File: src/rtl/hop_seq_ctrl_if.sv
// hop_seq_ctrl_if: control/status bundle between the tag controller and the hop sequencer.
interface hop_seq_ctrl_if #(
   parameter int PHASE_WIDTH   = 24,
   parameter int HOP_CNT_WIDTH = 8
);
   logic                     start;
   logic                     abort;
   logic                     hop_done;
   logic                     busy;
   logic                     sync_active;
   logic                     tx_en;
   logic                     hop_rst;
   logic                     frame_done;
   logic [HOP_CNT_WIDTH-1:0] hop_n;
   logic [PHASE_WIDTH-1:0]   hop_phase_inc;
   logic [1:0]               state;
   modport master (
      output start, abort, hop_done,
      input  busy, sync_active, tx_en, hop_rst, frame_done, hop_n, hop_phase_inc, state
   );
   modport slave (
      input  start, abort, hop_done,
      output busy, sync_active, tx_en, hop_rst, frame_done, hop_n, hop_phase_inc, state
   );
endinterface

File: src/rtl/hop_seq_ctrl.sv
// hop_seq_ctrl: frame sequencer (local sync, then NUM_HOPS x {hop sync, transmit}) with phase plan.
module hop_seq_ctrl #(
   parameter int          PHASE_WIDTH    = 24,
   parameter int          SYNC_CNT_WIDTH = 16,
   parameter int          HOP_CNT_WIDTH  = 8,
   parameter int          NUM_HOPS       = 64,
   parameter int          LOC_SYNC_N     = 16384,
   parameter int          HOP_SYNC_N     = 16384,
   parameter int unsigned START_PH_INC   = 8192,
   parameter int unsigned HOP_DPH_INC    = 131072,
   parameter bit          CONTINUOUS     = 1'b0
) (
   input logic           clk,
   input logic           reset,
   hop_seq_ctrl_if.slave bus
);
   typedef enum logic [1:0] {IDLE = 2'b00, LOC_SYNC = 2'b01, HOP_SYNC = 2'b10, HOP_TX = 2'b11} state_t;
   localparam logic [SYNC_CNT_WIDTH-1:0] LOC_LOAD = SYNC_CNT_WIDTH'(LOC_SYNC_N - 1);
   localparam logic [SYNC_CNT_WIDTH-1:0] HOP_LOAD = SYNC_CNT_WIDTH'(HOP_SYNC_N - 1);
   localparam logic [HOP_CNT_WIDTH-1:0]  LAST_HOP = HOP_CNT_WIDTH'(NUM_HOPS - 1);
   localparam logic [PHASE_WIDTH-1:0]    PH0      = PHASE_WIDTH'(START_PH_INC);
   localparam logic [PHASE_WIDTH-1:0]    DPH      = PHASE_WIDTH'(HOP_DPH_INC);
   state_t                    st, st_d;
   logic [SYNC_CNT_WIDTH-1:0] sync_cnt, sync_cnt_d;
   logic [HOP_CNT_WIDTH-1:0]  hop_n, hop_n_d;
   logic [PHASE_WIDTH-1:0]    ph, ph_d;
   logic                      hop_rst, hop_rst_d, frame_done, frame_done_d;
   always_ff @(posedge clk) begin
      if (reset) begin
         st         <= IDLE;
         sync_cnt   <= '0;
         hop_n      <= '0;
         ph         <= PH0;
         hop_rst    <= 1'b0;
         frame_done <= 1'b0;
      end else begin
         st         <= st_d;
         sync_cnt   <= sync_cnt_d;
         hop_n      <= hop_n_d;
         ph         <= ph_d;
         hop_rst    <= hop_rst_d;
         frame_done <= frame_done_d;
      end
   end
   // abort outranks every in-frame transition, including a coincident hop_done
   always_comb begin
      st_d         = st;
      sync_cnt_d   = sync_cnt;
      hop_n_d      = hop_n;
      ph_d         = ph;
      hop_rst_d    = 1'b0;
      frame_done_d = 1'b0;
      if (st == IDLE) begin
         hop_n_d    = '0;
         ph_d       = PH0;
         sync_cnt_d = LOC_LOAD;
         st_d       = (bus.start || CONTINUOUS) ? LOC_SYNC : IDLE;
      end else if (bus.abort) begin
         st_d       = IDLE;
         hop_n_d    = '0;
         ph_d       = PH0;
         sync_cnt_d = '0;
      end else if (st != HOP_TX) begin
         sync_cnt_d = (sync_cnt == '0) ? HOP_LOAD : sync_cnt - SYNC_CNT_WIDTH'(1);
         st_d       = (sync_cnt != '0) ? st : (st == LOC_SYNC) ? HOP_SYNC : HOP_TX;
         hop_rst_d  = (sync_cnt == '0) && (st == LOC_SYNC);
      end else if (bus.hop_done) begin
         if (hop_n < LAST_HOP) begin
            st_d       = HOP_SYNC;
            hop_n_d    = hop_n + HOP_CNT_WIDTH'(1);
            ph_d       = ph + DPH;
            sync_cnt_d = HOP_LOAD;
            hop_rst_d  = 1'b1;
         end else begin
            st_d         = IDLE;
            frame_done_d = 1'b1;
         end
      end
   end
   assign bus.busy          = st != IDLE;
   assign bus.sync_active   = (st == LOC_SYNC) || (st == HOP_SYNC);
   assign bus.tx_en         = st == HOP_TX;
   assign bus.hop_rst       = hop_rst;
   assign bus.frame_done    = frame_done;
   assign bus.hop_n         = hop_n;
   assign bus.hop_phase_inc = ph;
   assign bus.state         = st;
endmodule
File: src/flat_wrapper.sv
// flat-port wrapper written by rule: the top's interface ports become plain ports
module hop_seq_ctrl_flat 
#(
   parameter int          PHASE_WIDTH    = 24,
   parameter int          SYNC_CNT_WIDTH = 16,
   parameter int          HOP_CNT_WIDTH  = 8,
   parameter int          NUM_HOPS       = 64,
   parameter int          LOC_SYNC_N     = 16384,
   parameter int          HOP_SYNC_N     = 16384,
   parameter int unsigned START_PH_INC   = 8192,
   parameter int unsigned HOP_DPH_INC    = 131072,
   parameter bit          CONTINUOUS     = 1'b0
)
  (clk, reset, bus_start, bus_abort, bus_hop_done, bus_busy, bus_sync_active, bus_tx_en, bus_hop_rst, bus_frame_done, bus_hop_n, bus_hop_phase_inc, bus_state);
  hop_seq_ctrl_if #(.PHASE_WIDTH(PHASE_WIDTH), .HOP_CNT_WIDTH(HOP_CNT_WIDTH)) bus_i ();
  input logic clk;
  input logic reset;
  input wire logic [$bits(bus_i.start)-1:0] bus_start;
  input wire logic [$bits(bus_i.abort)-1:0] bus_abort;
  input wire logic [$bits(bus_i.hop_done)-1:0] bus_hop_done;
  output wire logic [$bits(bus_i.busy)-1:0] bus_busy;
  output wire logic [$bits(bus_i.sync_active)-1:0] bus_sync_active;
  output wire logic [$bits(bus_i.tx_en)-1:0] bus_tx_en;
  output wire logic [$bits(bus_i.hop_rst)-1:0] bus_hop_rst;
  output wire logic [$bits(bus_i.frame_done)-1:0] bus_frame_done;
  output wire logic [$bits(bus_i.hop_n)-1:0] bus_hop_n;
  output wire logic [$bits(bus_i.hop_phase_inc)-1:0] bus_hop_phase_inc;
  output wire logic [$bits(bus_i.state)-1:0] bus_state;
  assign bus_i.start = bus_start;
  assign bus_i.abort = bus_abort;
  assign bus_i.hop_done = bus_hop_done;
  assign bus_busy = bus_i.busy;
  assign bus_sync_active = bus_i.sync_active;
  assign bus_tx_en = bus_i.tx_en;
  assign bus_hop_rst = bus_i.hop_rst;
  assign bus_frame_done = bus_i.frame_done;
  assign bus_hop_n = bus_i.hop_n;
  assign bus_hop_phase_inc = bus_i.hop_phase_inc;
  assign bus_state = bus_i.state;
  hop_seq_ctrl #(.PHASE_WIDTH(PHASE_WIDTH), .SYNC_CNT_WIDTH(SYNC_CNT_WIDTH), .HOP_CNT_WIDTH(HOP_CNT_WIDTH), .NUM_HOPS(NUM_HOPS), .LOC_SYNC_N(LOC_SYNC_N), .HOP_SYNC_N(HOP_SYNC_N), .START_PH_INC(START_PH_INC), .HOP_DPH_INC(HOP_DPH_INC), .CONTINUOUS(CONTINUOUS)) u_core (.clk(clk), .reset(reset), .bus(bus_i));
endmodule
File: config.mk
export PLATFORM = sky130hd
export DESIGN_NAME = hop_seq_ctrl_flat
export DESIGN_NICKNAME = d
export VERILOG_FILES = /design/src/rtl/hop_seq_ctrl_if.sv /design/src/rtl/hop_seq_ctrl.sv /design/src/flat_wrapper.sv
export SDC_FILE = /design/constraint.sdc
export NUM_CORES = 1
export LEC_CHECK = 0
export ABC_CLOCK_PERIOD_IN_PS = 3100
export BUFFER_PORTS_ARGS = -buffer_cell sky130_fd_sc_hd__buf_2
export CAP_MARGIN = 20
export CORE_MARGIN = 2
export CORE_UTILIZATION = 50
export DETAILED_ROUTE_END_ITERATION = 10
export PLACE_DENSITY = 0.75
export SYNTH_ARGS = -nofsm -noshare
export SYNTH_HDL_FRONTEND = slang
export SYNTH_SLANG_ARGS = --single-unit
File: constraint.sdc
create_clock -name clk -period 3.1 [get_ports clk]
set_input_delay 0.62 -clock clk [delete_from_list [all_inputs] [get_ports clk]]
set_output_delay 0.62 -clock clk [all_outputs]
set_load 0.02 [all_outputs]
==> results list, run 1 <==
- Combined global-route utilization of all metal layers: 19.9%
- Critical path class: reg2reg
- CP max FO: 9
- Gpl congestion: 0.785
- Share of cells above drive strength 1: between 10% and 20%
- Post-synthesis cell type count: 47
- Setup violations remaining at the end of the flow were counted as 0.
- 0 antenna diodes ended up in the layout.
* Post-route cell area: 0.00212 mm^2
- The H-tree generated during clock tree synthesis spans 2 levels.
- Counting flops with an async set or reset pin after synthesis yields a share of 0%.
- Min-Delay Path Class: reg2reg
- Counting every instance in the synthesized netlist gives 230.
- The Yosys step of the flow raised 0 warnings.
* Sequential fraction of the synthesis area: around 36%
- Initial antenna violation count: 0
* Pin count of the biggest net entering global routing: 16
- Total number of vias: 1660
- Clock skew on the completed layout was measured at 0.00795 ns.
- Placed wire-length estimate after detailed placement: approximately 2800 um
- In this run the mean area of a mapped cell was between 8 and 9 um^2.
- Ranked by instance count, the synthesized netlist is headed by 35 x sky130_fd_sc_hd__dfxtp_1, 31 x sky130_fd_sc_hd__nor2_1, 17 x sky130_fd_sc_hd__buf_4, 16 x sky130_fd_sc_hd__nor3_1, 11 x sky130_fd_sc_hd__nand2_1.
* Main synth FF type: sky130_fd_sc_hd__dfxtp_1
- The worst path uses roughly four fifths of the clock period.
* Count of flip-flops with a built-in enable after synthesis: 0
- In this run, post-CTS hold repair placed 0 buffers.
- Clock edge transition at the registers on the reported setup and hold paths: 0.08 ns
* Max-slew violation total from the final report: 0
* DR WL/cell: 12.9 um
* Power density of the placed cells: ~570 mW/mm^2
- Setup repair after global routing left no endpoint under its margin.
- The clock net in this run drives a total of 35 sinks.
- Max-cap violations in this run came to 0.
* Root buffer selected by CTS: sky130_fd_sc_hd__clkbuf_8
* Wire length of the first global-routing pass: around 6600 um
- Data on the critical path arrives at its endpoint at 2.68 ns.
- In the routed design, unresolved DRC markers number 0.
* Worst-skew pair later-pin latency: 0.29 ns
- For this run, the top clock speed supported by timing is 402 MHz.
- Most area-hungry cell type in the Yosys netlist: sky130_fd_sc_hd__dfxtp_1
- Crit path time final: 2.49 ns
* Library cell with the highest instance count after synthesis: sky130_fd_sc_hd__dfxtp_1
- Post-layout nets: 264
- STA classifies the critical path startpoint as a flip-flop.
* Biggest area contributors in the synthesized netlist: sky130_fd_sc_hd__dfxtp_1 36%, sky130_fd_sc_hd__buf_4 6.6%, sky130_fd_sc_hd__nor2_1 6.1%
- VDD sags by at most 0.345 mV.
* Kind of end point of the critical path: flip-flop
- Summed over its instances, the top area cell type makes up 36.4% of the synthesized netlist area.
- From synthesis to final layout, the design area changed by 10.0%.
- For the worst setup path, the data required time is 3.29 ns.
* Actual slew at the worst max-slew pin: 0.745 ns
* Via-per-instance ratio: 5.51
* Placeable core area: 0.00369 mm^2
- Post-CTS Setup Bufs: 0
- Once placement finished, the instance area stood at between 0.002 and 0.0025 mm^2.
- Slew Limit Headroom: about half
* Global-route congestion overflow total: 0
- Syn Std Cell Area: 0.00192 mm^2
* Post-route ant nets: 0
* Final hold violation count: 0
- The final layout contains routed wiring with a total length of 3870 um.
- In this run, the number of DRC markers left after iteration 0 of detailed routing was 164.
- Number of fill cells in the layout: roughly 350
* Finished Core Util: about 57%
* Starting density of the core: 52.1%
- Input and output buffers added on the ports amount to 26.
- The run finished with clean final reports.
- Count of standard-cell rows: 22
* Die Outline Area: 0.00436 mm^2
- Setup tns final: 0 ns
- In this run the deepest clock path goes through 2 buffers.
- Horizontal die dimension: around 66 um
- For this run, the detailed router's first-pass iteration total came to 4.
- I/O pin count: 44
- Synthesis inferred 35 register bits.
- TritonCTS built the clock tree.
- Buffers inserted during clock tree synthesis total 5.
* Number of global-route vias before repair: 1481
- The number of gates resized after CTS was 0.
* Static leakage: 0.862 nW
- Chip Height: between 60 and 70 um
-- final cells by class --
type	instances	area, um^2	share of cell area, %
Clock buffer	5	68.8	3.25
Tap cell	48	60.1	2.84
Timing Repair Buffer	27	138	6.51
Multi-Input combinational cell	175	1070	50.8
Inverter	8	30.0	1.42
Sequential cell	35	701	33.1
Clock inverter	3	43.8	2.07
-- logic make-up after synthesis --
family,count (synthesis),synth area share (%)
and+or+nand+nor,97,25.6
AOI/OAI and AO/OA,42,16.8
DFF,35,36.4
buffers and inverters,35,10.6
xor gates and xnor gates,10,4.55
adders and majority gates,7,4.55
other,2,0.391
muxes,2,1.04
-- worst max-delay path, cell delays in order (launching register included) --
cell	delay (ns)
sky130_fd_sc_hd__dfxtp_1	0.34
sky130_fd_sc_hd__ha_1	0.24
sky130_fd_sc_hd__and3_1	0.22
sky130_fd_sc_hd__a211oi_1	0.50
sky130_fd_sc_hd__a21oi_1	0.36
sky130_fd_sc_hd__or3_1	0.46
sky130_fd_sc_hd__o221a_2	0.27
-- power by group --
part / internal (mW) / switching [mW] / leakage [nW]
Clock: 0.239 / 0.175 / 0.0581
Sequential: 0.490 / 0.0534 / 0.287
Combinational: 0.0939 / 0.158 / 0.517
Total: 0.823 / 0.386 / 0.862
-- routing by layer --
metal  vias to the layer above  track usage [%]  routed length [um]
li1                        834                -                   -
met1                       765             24.9                1770
met2                        53             32.1                1800
met3                         8             4.94                 231
met4                         0             9.44                  66
met5                         -                0                   0
-- worst paths after layout --
kind	to	from	cells past startpoint	slack [ns]
worst max-delay path	u_core.sync_cnt[11]	u_core.bus.hop_n[0]	6	0.61
worst min-delay path	u_core.bus.hop_phase_inc[23]	u_core.bus.hop_phase_inc[23]	2	0.48
worst max register to register	u_core.sync_cnt[11]	u_core.bus.hop_n[0]	6	0.61
worst min register to register	u_core.bus.hop_phase_inc[23]	u_core.bus.hop_phase_inc[23]	2	0.48
-- cell usage in the layout (no fill, tap or decap), types with 2 or more instances in the layout --
cell type	n
sky130_fd_sc_hd__mux2i_1	2
sky130_fd_sc_hd__a31oi_1	2
sky130_fd_sc_hd__a21oi_1	10
sky130_fd_sc_hd__o21a_1	2
sky130_fd_sc_hd__nand4_1	6
sky130_fd_sc_hd__ha_1	7
sky130_fd_sc_hd__nor2_1	31
sky130_fd_sc_hd__xnor2_1	3
sky130_fd_sc_hd__inv_1	8
sky130_fd_sc_hd__clkbuf_8	5
sky130_fd_sc_hd__a311oi_1	7
sky130_fd_sc_hd__and2_1	4
sky130_fd_sc_hd__dfxtp_1	35
sky130_fd_sc_hd__buf_2	26
sky130_fd_sc_hd__or3_1	8
sky130_fd_sc_hd__xor2_1	7
sky130_fd_sc_hd__nor3_1	16
sky130_fd_sc_hd__o31ai_1	2
sky130_fd_sc_hd__a211oi_1	4
sky130_fd_sc_hd__o21ai_0	3
sky130_fd_sc_hd__a21o_1	3
sky130_fd_sc_hd__nor4_1	7
sky130_fd_sc_hd__nand2_1	11
sky130_fd_sc_hd__nand3_1	4
sky130_fd_sc_hd__conb_1	17
-- stage by stage --
step                      hold WS, ns  power [mW]  instances  setup WS (ns)
after CTS                       0.490        1.22        301          0.621
after detailed placement        0.480       0.804        293          0.634
final                           0.484        1.21        301          0.611
after global routing            0.520        1.28        301          0.454
after global placement          0.472       0.799        293          0.617
after floorplan                 0.474       0.768        245          0.712
-- flip-flops by register name, indices dropped and copies added, names as in the netlist --
name / cells
u_core.bus.hop_rst: 1
u_core.bus.hop_n: 8
u_core.bus.frame_done: 1
u_core.sync_cnt: 16
u_core.bus.state: 2
u_core.bus.hop_phase_inc: 7
(Power assumes the default switching activity.)
==> inputs of run 2 (changes only) <==
ABC_CLOCK_PERIOD_IN_PS = 2490   (was 3100)
clock period = 2.49 ns   (was 3.1 ns; I/O delays follow)
==> run 2 against run 1 <==
  * Sequential share of layout area down 1.5 points
  * Non-clock buffer count rose by 9
  * Global-route usage is 0.59 points lower
  * Combinational power up 42%
  * Clock skew grew 0.0033 ns
  * Fmax up 9.6%
  * First-iteration DRC count decreased by 52%
==> results list, run 2 (synthesis results as in run 1) <==
* Initial antenna violation count: 0
- Slew Limit Headroom: approximately two thirds
* Chip Height: 66.0 um
- The library cell used most frequently in the layout, excluding fill and tap cells, is sky130_fd_sc_hd__dfxtp_1.
* Number of global-route vias before repair: 1468
- H-tree level count: 2
* First-pass iteration count of the detailed router: 4
- The worst register-to-register path begins at u_core.sync_cnt[0].
- The number of setup buffers added after CTS is 0.
- Cell-by-cell trace of the critical path: inv_1 > ha_1 > or3b_1 > or2_1 > o31a_1 > a2111oi_1 > a31o_1
* Clock skew: roughly 0.011 ns
- Across the run, the number of max-cap violations was 0.
- The setup path with the least slack is of type reg2reg.
- Power density of the placed cells: ~750 mW/mm^2
- Outcome: complete, no violations
* Max-slew violation total from the final report: 0
* I/O pin count: between 40 and 50
- Clock edge transition at the registers on the reported setup and hold paths: 0.08 ns
- Count of standard-cell rows: 22
- Residual DRC count: 0
- Placed wire-length estimate after detailed placement: just under 3000 um
- Crit share post-route: about nine tenths
- Hold path startpoint: reset
- Summing all non-filler instances in the final layout gives an area of 0.00222 mm^2.
* Gpl congestion: 0.826
* Resized Gates After CTS: 0
* Placeable core area: 0.00369 mm^2
* Worst Hold End: u_core.sync_cnt[12]
- Entering global routing, the biggest net connects 16 pins.
- For this run, the slowest stage of the critical path takes 0.38 ns.
- Setup repair after global routing left no endpoint under its margin.
- The die covers 0.00436 mm^2.
- DRC violation total after the first TritonRoute iteration: 79
* Wire length of the first global-routing pass: 6550 um
* Clock tree from TritonCTS: done
- Total power after layout: 1.66 mW
- CP max FO: 8
- For the worst flop-to-flop path, the logic depth is 7.
- Root buffer selected by CTS: sky130_fd_sc_hd__clkbuf_8
* Share of cells above drive strength 1: between 10% and 20%
- Relative to the synthesized area, the layout overhead comes to 15.4%.
* Most used cells in the layout excluding fill and tap cells: 35 x sky130_fd_sc_hd__dfxtp_1, 31 x sky130_fd_sc_hd__nor2_1, 26 x sky130_fd_sc_hd__buf_2
- Setup-violating endpoint count in the final report: 0
- Critical path data arrival time: 2.51 ns
- Maximum buffer depth of the clock tree: 2
- Total number of vias: 1744
- Min-Delay Path Class: in2reg
- Critical path required time: 2.73 ns
- STA classifies the critical path startpoint as a flip-flop.
- At the later pin of the worst-skew pair, clock insertion delay measures 0.29 ns.
* Crit path time final: 2.27 ns
* Combined global-route utilization of all metal layers: 19.4%
- After detailed placement, the total cell area comes to 0.00206 mm^2.
- In the final timing run, aggregate negative setup slack is 0 ns.
- In this run the tool buffered the top-level ports with 26 buffer cells.
* Top delay family on crit path: compound AO/OA/AOI/OAI gates
- Fin cells: 310
* Via-per-instance ratio: 5.63
- DP Cell Count: 301
* Buffers plus inverters on the worst setup path: 1
- Worst hold path cell count: 2
* Number of flip-flops under the largest register name: 16
* Clock buffers created by TritonCTS: 5
* Horizontal die dimension: between 60 and 70 um
- The total overflow left after global routing is 0.
- Cells fill 60.2% of the core in the end.
- Total of hold buffers inserted after clock tree synthesis: 0
* Actual slew at the worst max-slew pin: 0.514 ns
- Starting density of the core: a little over half
- Static timing analysis puts the maximum clock frequency at 440 MHz.
- Critical-path cell with the highest stage delay: sky130_fd_sc_hd__o31a_1
- VDD sags by at most 0.420 mV.
* Post-route ant nets: 0
- Kind of end point of the critical path: flip-flop
- Fill cells in the final layout number 317.
* DR WL/cell: 13.3 um
- In this run the critical register-to-register path is captured at u_core.sync_cnt[9].
- For this run, the post-layout net count is 273.
- In this run the static leakage power is just over 0.9 nW.
* Number of sinks driven by the clock tree: 35
- The number of hold-slack violations in the final timing report came to 0.
- Reg-to-reg setup timing slack: between 0.2 and 0.25 ns
- 0 antenna diodes ended up in the layout.
- Total wire length after detailed routing: 4130 um
- Register with the highest flop count: u_core.sync_cnt
-- run 2: layout make-up --
class                           count  area, um^2  share of cell area (%)
Multi-Input combinational cell    175        1070                    48.4
Clock buffer                        5        68.8                    3.10
Inverter                            8        30.0                    1.35
Sequential cell                    35         701                    31.6
Tap cell                           48        60.1                    2.71
Timing Repair Buffer               36         218                    9.81
Clock inverter                      3        67.6                    3.04
-- run 2: how the worst max path moves through the flow --
stage                        start                   to  slack (ns)  cells after the start
2_1_floorplan  u_core.bus.state[0]  u_core.bus.hop_n[3]        0.10                      7
3_3_place_gp    u_core.sync_cnt[0]  u_core.sync_cnt[10]        0.26                      7
3_5_place_dp    u_core.sync_cnt[0]  u_core.sync_cnt[10]        0.15                      7
4_1_cts         u_core.sync_cnt[0]  u_core.sync_cnt[10]        0.14                      7
5_1_grt         u_core.sync_cnt[0]   u_core.sync_cnt[9]        0.03                      7
6_report        u_core.sync_cnt[0]   u_core.sync_cnt[9]        0.22                      7
-- run 2: through the flow --
stage / hold WS (ns) / worst slack (ns)
2_1_floorplan: 0.474 / 0.102
3_3_place_gp: 0.472 / 0.255
3_5_place_dp: 0.489 / 0.155
4_1_cts: 0.467 / 0.139
5_1_grt: 0.513 / 0.0339
6_report: 0.474 / 0.220
-- run 2: power breakdown --
| part | total, mW | switching (mW) | internal, mW |
|---|---|---|---|
| sequential | 0.678 | 0.0682 | 0.610 |
| clock | 0.621 | 0.221 | 0.400 |
| combinational | 0.357 | 0.208 | 0.148 |
-- run 2: routing by layer --
layer  up-vias  part of all wire (%)  GRT usage (%)
met5         -                     0              0
met4         0                   1.8           8.16
met3         9                   4.9           4.26
met1       829                    46           24.4
met2        50                    47           31.8
li1        856                     -              -
